`config.mk`:
```
export PLATFORM = sky130hd
export DESIGN_NAME = bid_round_ctrl
export DESIGN_NICKNAME = d
export VERILOG_FILES = /design/src/rtl/bid_round_ctrl.sv
export SDC_FILE = /design/constraint.sdc
export NUM_CORES = 1
export LEC_CHECK = 0
export CAP_MARGIN = 20
export CORE_MARGIN = 2
export CORE_UTILIZATION = 45
export DETAILED_ROUTE_END_ITERATION = 10
export PLACE_DENSITY = 0.73
export SKIP_CTS_REPAIR_TIMING = 1
export SLEW_MARGIN = 20
export SYNTH_ARGS = -nofsm -noshare
export SYNTH_HDL_FRONTEND = slang
export SYNTH_SLANG_ARGS = --single-unit
```
`constraint.sdc`:
```
create_clock -name clk -period 16.2 [get_ports clk]
set_clock_uncertainty 0.2 [all_clocks]
set_input_delay 2.43 -clock clk [delete_from_list [all_inputs] [get_ports clk]]
set_output_delay 2.43 -clock clk [all_outputs]
set_load 0.05 [all_outputs]
```
`src/rtl/bid_round_ctrl.sv`:
```
// rtl/bid_round_ctrl.sv - round controller and bid arbiter for the X/Y/Z auction datapath
//
// Purpose: opens a bidding round on a fresh rising C_start level, counts the
// round down, arbitrates same-cycle bids/retracts from three bidders, tracks
// the leader and maximum bid, and publishes winner/maxBid when the round closes.
//
// Ports:
//   clk, reset                      clock, synchronous active-high reset
//   C_start                         round enable level
//   timer_load, timer_value         reload register write (IDLE only)
//   xyz_mask                        bidder enable {Z,Y,X}, latched at round entry
//   bid_charge                      per-attempt charge
//   {X,Y,Z}_bid/_bidAmt/_retract    bid and retract requests
//   {X,Y,Z}_balance                 balances from the datapath
//   {X,Y,Z}_ack/_err                registered response pulse and code
//   charge_en                       {Z,Y,X} deduct-bid_charge strobe
//   {X,Y,Z}_win, maxBid, ready      round result, held until next round entry
//   roundOver                       one-cycle pulse in the DONE cycle

module bid_round_ctrl #(
  parameter int                 BID_W         = 16,
  parameter int                 BAL_W         = 32,
  parameter int                 TIMER_W       = 16,
  parameter logic [TIMER_W-1:0] DEFAULT_TIMER = 16'h000F
) (
  input  logic               clk,
  input  logic               reset,
  input  logic               C_start,
  input  logic               timer_load,
  input  logic [TIMER_W-1:0] timer_value,
  input  logic [2:0]         xyz_mask,
  input  logic [BAL_W-1:0]   bid_charge,
  input  logic               X_bid,
  input  logic               Y_bid,
  input  logic               Z_bid,
  input  logic [BID_W-1:0]   X_bidAmt,
  input  logic [BID_W-1:0]   Y_bidAmt,
  input  logic [BID_W-1:0]   Z_bidAmt,
  input  logic               X_retract,
  input  logic               Y_retract,
  input  logic               Z_retract,
  input  logic [BAL_W-1:0]   X_balance,
  input  logic [BAL_W-1:0]   Y_balance,
  input  logic [BAL_W-1:0]   Z_balance,
  output logic               X_ack,
  output logic               Y_ack,
  output logic               Z_ack,
  output logic [1:0]         X_err,
  output logic [1:0]         Y_err,
  output logic [1:0]         Z_err,
  output logic [2:0]         charge_en,
  output logic               X_win,
  output logic               Y_win,
  output logic               Z_win,
  output logic [BID_W-1:0]   maxBid,
  output logic               roundOver,
  output logic               ready
);

  typedef enum logic [1:0] {
    ST_IDLE  = 2'd0,
    ST_ROUND = 2'd1,
    ST_DONE  = 2'd2
  } state_t;

  state_t r_state;
  state_t w_state_nxt;

  logic [TIMER_W-1:0] r_reload;
  logic [TIMER_W-1:0] r_count;
  logic [2:0]         r_mask;
  logic [2:0]         r_leader;    // one-hot, zero when nobody leads
  logic [BID_W-1:0]   r_max_bid;
  logic [2:0]         r_win;
  logic               r_ready;
  logic               r_armed;
  logic [2:0]         r_ack;
  logic [1:0]         r_err [3];
  logic [2:0]         r_charge;

  // Per-bidder views so the evaluation logic can loop over bidders.
  logic [2:0]         w_bid;
  logic [2:0]         w_ret;
  logic [BID_W-1:0]   w_amt [3];
  logic [BAL_W-1:0]   w_bal [3];

  assign w_bid    = {Z_bid, Y_bid, X_bid};
  assign w_ret    = {Z_retract, Y_retract, X_retract};
  assign w_amt[0] = X_bidAmt;
  assign w_amt[1] = Y_bidAmt;
  assign w_amt[2] = Z_bidAmt;
  assign w_bal[0] = X_balance;
  assign w_bal[1] = Y_balance;
  assign w_bal[2] = Z_balance;

  logic w_live;      // ROUND cycle in which bids are actually evaluated
  logic w_close;     // last ROUND cycle (timer expiry or start dropped)
  logic w_start;     // IDLE cycle that opens a round

  assign w_live  = (r_state == ST_ROUND) && C_start;
  assign w_close = (r_state == ST_ROUND) && (!C_start || (r_count == TIMER_W'(1)));
  assign w_start = (r_state == ST_IDLE) && C_start && r_armed;

  // ---------------------------------------------------------------------------
  // Bid evaluation and arbitration
  // ---------------------------------------------------------------------------
  logic [2:0]       w_afford;
  logic [2:0]       w_cand;
  logic             w_best_vld;
  logic [1:0]       w_best_idx;
  logic [BID_W-1:0] w_best_amt;
  logic             w_accept;
  logic             w_ldr_ret;
  logic [1:0]       w_err [3];
  logic [2:0]       w_chg;
  logic [2:0]       w_ack;
  logic [2:0]       w_leader_nxt;
  logic [BID_W-1:0] w_max_nxt;

  // Balance check is done one bit wider than the balance so that
  // bidAmt + bid_charge cannot wrap and look affordable.
  always_comb begin
    w_afford = '0;
    w_cand   = '0;
    for (int i = 0; i < 3; i++) begin
      w_afford[i] = ({1'b0, w_bal[i]} >=
                     ({1'b0, bid_charge} + {{(BAL_W+1-BID_W){1'b0}}, w_amt[i]}));
      w_cand[i]   = w_live && w_bid[i] && r_mask[i] && w_afford[i];
    end
  end

  // Strictly-greater compare in X, Y, Z order gives the X > Y > Z tie rule.
  always_comb begin
    w_best_vld = 1'b0;
    w_best_idx = 2'd0;
    w_best_amt = '0;
    for (int i = 0; i < 3; i++) begin
      if (w_cand[i] && (!w_best_vld || (w_amt[i] > w_best_amt))) begin
        w_best_vld = 1'b1;
        w_best_idx = 2'(i);
        w_best_amt = w_amt[i];
      end
    end
  end

  assign w_accept  = w_best_vld && (w_best_amt > r_max_bid);
  // A bidder's own bid in the same cycle masks its retract.
  assign w_ldr_ret = w_live && (|(w_ret & ~w_bid & r_leader & r_mask));

  always_comb begin
    w_chg = '0;
    for (int i = 0; i < 3; i++) begin
      w_err[i] = 2'b00;
      if (w_bid[i]) begin
        if (!w_live || !r_mask[i]) begin
          w_err[i] = 2'b01;
        end else if (!w_afford[i]) begin
          w_err[i] = 2'b11;
        end else begin
          w_chg[i] = 1'b1;
          w_err[i] = (w_accept && (w_best_idx == 2'(i))) ? 2'b00 : 2'b10;
        end
      end else if (w_ret[i]) begin
        w_err[i] = (w_live && r_mask[i]) ? 2'b00 : 2'b01;
      end
    end
  end

  assign w_ack = w_bid | w_ret;

  // An accepted bid outranks a same-cycle leader retract: it was already
  // compared against the pre-retract maxBid and becomes the new leader.
  always_comb begin
    w_leader_nxt = r_leader;
    w_max_nxt    = r_max_bid;
    if (w_accept) begin
      w_leader_nxt = 3'b001 << w_best_idx;
      w_max_nxt    = w_best_amt;
    end else if (w_ldr_ret) begin
      w_leader_nxt = '0;
      w_max_nxt    = '0;
    end
  end

  // ---------------------------------------------------------------------------
  // Round FSM
  // ---------------------------------------------------------------------------
  always_ff @(posedge clk) begin
    if (reset) begin
      r_state <= ST_IDLE;
    end else begin
      r_state <= w_state_nxt;
    end
  end

  always_comb begin
    w_state_nxt = r_state;
    case (r_state)
      ST_IDLE:  if (w_start) w_state_nxt = ST_ROUND;
      ST_ROUND: if (w_close) w_state_nxt = ST_DONE;
      ST_DONE:  w_state_nxt = ST_IDLE;
      default:  w_state_nxt = ST_IDLE;
    endcase
  end

  always_comb begin
    roundOver = (r_state == ST_DONE);
  end

  // ---------------------------------------------------------------------------
  // Round datapath registers
  // ---------------------------------------------------------------------------
  always_ff @(posedge clk) begin
    if (reset) begin
      r_reload  <= DEFAULT_TIMER;
      r_count   <= '0;
      r_mask    <= '0;
      r_leader  <= '0;
      r_max_bid <= '0;
      r_win     <= '0;
      r_ready   <= 1'b0;
      r_armed   <= 1'b0;
      r_ack     <= '0;
      r_charge  <= '0;
      for (int i = 0; i < 3; i++) begin
        r_err[i] <= 2'b00;
      end
    end else begin
      r_ack    <= w_ack;
      r_charge <= w_chg;
      r_err    <= w_err;
      case (r_state)
        ST_IDLE: begin
          if (timer_load) begin
            r_reload <= timer_value;
          end
          if (!C_start) begin
            r_armed <= 1'b1;
          end
          if (w_start) begin
            r_armed   <= 1'b0;
            r_count   <= (r_reload == '0) ? TIMER_W'(1) : r_reload;
            r_mask    <= xyz_mask;
            r_leader  <= '0;
            r_max_bid <= '0;
            r_win     <= '0;
            r_ready   <= 1'b0;
          end
        end
        ST_ROUND: begin
          r_leader  <= w_leader_nxt;
          r_max_bid <= w_max_nxt;
          if (w_close) begin
            r_win <= w_leader_nxt;
          end else begin
            r_count <= r_count - TIMER_W'(1);
          end
        end
        ST_DONE: begin
          r_ready <= 1'b1;
        end
        default: ;
      endcase
    end
  end

  assign X_ack     = r_ack[0];
  assign Y_ack     = r_ack[1];
  assign Z_ack     = r_ack[2];
  assign X_err     = r_err[0];
  assign Y_err     = r_err[1];
  assign Z_err     = r_err[2];
  assign charge_en = r_charge;
  assign X_win     = r_win[0];
  assign Y_win     = r_win[1];
  assign Z_win     = r_win[2];
  assign maxBid    = r_max_bid;
  assign ready     = r_ready;

endmodule

```
==> reports/results.tsv <==
stage	metric	value	unit
timing	setup_viol	0	
timing	rsz0062_at_grt	no	
min_path	holdPathStages	2	
timing	min_period_over_period	91.6	%
setup_path	worst_setup_path_end_kind	register	
global_routing	grt_max_degree	51	
clocking	cts-buffers-inserted	9	
setup_path	reg2reg_depth	35	
final_layout	diodes	0	
setup_path	cp-endpoint	r_leader[0]$_SDFFE_PP0P_	
logic_synthesis	ys_seq_area_share	14.5	%
setup_path	crit_type	in -> reg	
logic_synthesis	yosys_register_bits	73	
logic_synthesis	synth-compound-area-share	28.1	%
setup_path	worstPathMaxFanout	33	
floorplanning	core	21900	um^2
setup_path	cpPeakStageDelay	0.88	ns
logic_synthesis	synth_most_common_cell	ha_1	
pwr	powerDensity	58.8	nW/um^2
logic_synthesis	synthXorXnorAreaFrac	7.67	%
clocking	path_clk_slew	0.06	ns
logic_synthesis	yosysWarnings	0	
global_routing	overflow	0	
timing	fin_tns_setup	0	ns
logic_synthesis	avgSynthCellArea	7.80	um^2
logic_synthesis	synthesis.nets	1691	
logic_synthesis	synth-edff-count	0	
setup_path	critPathLaunchType	input pin	
logic_synthesis	yosysTopAreaCellShare	24.2	%
clocking	cts_tree	built	
logic_synthesis	ys.flop_type	dfxtp_1	
drt	dr.pass1.iters	5	
flow_run	maxCapViolations	0	
final_layout	drive_above_1_share	3.41	%
drt	viasPerCell	6.13	
setup_path	reg2reg_from	r_state[0]$_SDFFE_PP0P_	
final_layout	fillers	2006	
logic_synthesis	synth_area	10100	um^2
logic_synthesis	synth.area.top_cells	ha_1 24%, dfxtp_1 15%, a21oi_1 6.6%	
timing	fin_crit	14.83	ns
pwr	cellLeakagePower	0.00516	uW
pwr	ir_drop	48.3	uV
logic_synthesis	syn_inst	1289	
floorplanning	die_area	23500	um^2
drt	initialDrtViolationCount	983	
logic_synthesis	synth_commonest_cells	194 x ha_1, 132 x a21oi_1, 119 x nand2_1	
clocking	cts.htree.levels	3	
pwr	power	756	uW
logic_synthesis	yosys.area_share.adder	24.7	%
outcome	outcome	complete, no violations	
timing	relSlewSlack	28.1	%
setup_path	cp_slowest_cell	or4_1	
global_routing	grt_antenna_before_repair	0	
final_layout	nNetsFinal	1891	
logic_synthesis	synthMuxAreaShare	0	%
logic_synthesis	synth_top_family_by_area	compound AO/OA/AOI/OAI gates	
setup_path	r2r-end	r_leader[0]$_SDFFE_PP0P_	
timing	max_clock_freq	67.4	MHz
timing	final_hold_viol_count	0	
floorplanning	die_h	153	um
timing	tightest_slew	1.08	ns
setup_path	crit_required	16.28	ns
drt	wl_per_cell	20.7	um
logic_synthesis	synth-simple-area-share	20.4	%
floorplanning	initial_core_util	45.9	%
global_routing	grt_pass1_wl	57500	um
clocking	cts-root-buf	clkbuf_16	
setup_path	worstSetupStartpoint	X_bidAmt[0]	
final_layout	area_growth	28.1	%
drt	drcViolationCount	0	
placement	port_buffers	237	
floorplanning	die_x	153	um
setup_path	cp_data_arrival_time	14.91	ns
global_routing	grt.total_usage	30.5	%
logic_synthesis	yosysTopAreaCell	ha_1	
logic_synthesis	async_reset_ff_share	0	%
drt	detail-route-antenna-nets	0	
drt	routed_wl	36700	um
clocking	cts.sinks	73	
min_path	hp-class	reg -> reg	
logic_synthesis	ys_types	73	
timing	report.final.slew_viol_count	0	
clocking	clk_latency	0.34	ns
setup_path	rrSetupSlack	6.53	ns
global_routing	grt_pass1_vias	10400	
placement	place.gp.congestion	0.991	
placement	dp.final_hpwl	30300	um
floorplanning	num_rows	54	
drt	dr_total_vias	10900	
floorplanning	pin_count	238	
clocking	cts_buffer_depth	2	
[cells by family after synthesis]
kind of cell | count (synthesis)
buffers and inverters | 101
flip-flops | 73
AO/OA/AOI/OAI | 414
AND/OR/NAND/NOR | 416
adder cells (fa/ha/maj) | 197
XOR/XNOR | 88
[flip-flops by register name, indices dropped and copies added (netlist names)]
signal     cells
Z_err          2
r_leader       3
r_count       16
r_mask         3
r_reload      16
charge_en      3
r_ack          3
ready          1
r_state        2
r_win          3
r_armed        1
Y_err          2
X_err          2
maxBid        16
[layer usage]
| layer | track usage (%) | part of all wire, % | vias to the layer above |
|---|---|---|---|
| li1 | - | - | 5263 |
| met1 | 42.8 | 45 | 5031 |
| met2 | 47.8 | 44 | 498 |
| met3 | 4.62 | 7.8 | 81 |
| met4 | 10.2 | 3.6 | 0 |
| met5 | 0 | 0 | - |
[cells in the final DEF, fill, tap and decap left out, types with 5 or more instances in the layout]
cell type,instances
nor2b_1,10
dfxtp_1,73
nand4b_1,5
xor2_1,40
nand2b_1,10
a221oi_1,22
inv_1,45
a211o_1,5
nor2_1,83
o21bai_1,13
nor3_1,28
a21oi_1,132
clkdlybuf4s50_1,236
nand3_1,48
and3_1,16
a211oi_1,19
clkbuf_16,9
buf_4,8
a21o_1,34
o21ba_2,14
nand4_1,53
o21ai_0,62
and2_1,9
or3_1,11
o2bb2ai_1,15
o211ai_1,8
ha_1,194
xnor2_1,48
nand2_1,119
nor4_1,9
and4_1,5
o31ai_1,26
o21a_1,12
a2111oi_0,5
[area by class of cell]
type / instances / area [um^2] / share of cell area, %
multi-input combinational: 1115 / 8130 / 63.2
timing repair buffer: 245 / 2430 / 18.9
sequential: 73 / 1460 / 11.4
tap: 280 / 350 / 2.72
clock buffer: 12 / 256 / 1.99
inverter: 45 / 169 / 1.31
clock inverter: 4 / 73.8 / 0.574
[critical path, delay by kind of cell]
| family | cells | cell delay [ns] |
|---|---|---|
| adder cells (fa/ha/maj) | 6 | 1.68 |
| AO/OA/AOI/OAI | 29 | 5.94 |
| AND/OR/NAND/NOR | 12 | 4.13 |
| XOR/XNOR | 1 | 0.16 |
| buffers and inverters | 2 | 0.54 |
[stage by stage]
| step | setup WS, ns | cells | area, um^2 | hold slack [ns] | util (%) |
|---|---|---|---|---|---|
| 6_report | 1.37 | 1774 | 12900 | 0.274 | 58.8 |
| 2_1_floorplan | 3.24 | 1289 | 10100 | 0.241 | - |
| 3_3_place_gp | 1.43 | 1758 | 12500 | 0.261 | 57.3 |
| 4_1_cts | 1.45 | 1774 | 12900 | 0.275 | 58.8 |
| 3_5_place_dp | 1.16 | 1758 | 12500 | 0.266 | 57.3 |
| 5_1_grt | 0.386 | 1774 | 12900 | 0.300 | 58.8 |
[worst min path at each step]
stage	startpoint	end	slack, ns
6_report	r_count[1]$_SDFFE_PP0P_	r_count[1]$_SDFFE_PP0P_	0.27
5_1_grt	maxBid[6]$_SDFFE_PP0P_	maxBid[6]$_SDFFE_PP0P_	0.30
4_1_cts	r_reload[11]$_SDFFE_PP0P_	r_reload[11]$_SDFFE_PP0P_	0.27
3_5_place_dp	r_reload[11]$_SDFFE_PP0P_	r_reload[11]$_SDFFE_PP0P_	0.27
3_3_place_gp	r_reload[0]$_SDFFE_PP1P_	r_reload[0]$_SDFFE_PP1P_	0.26
2_1_floorplan	r_reload[0]$_SDFFE_PP1P_	r_reload[0]$_SDFFE_PP1P_	0.24
[power by group]
| group | leakage, uW | internal, uW | switching [uW] |
|---|---|---|---|
| logic | 0.00440 | 152 | 187 |
| registers | 0.000596 | 187 | 6.84 |
| clock network | 0.000163 | 144 | 79.4 |
(Power assumes the default switching activity.)
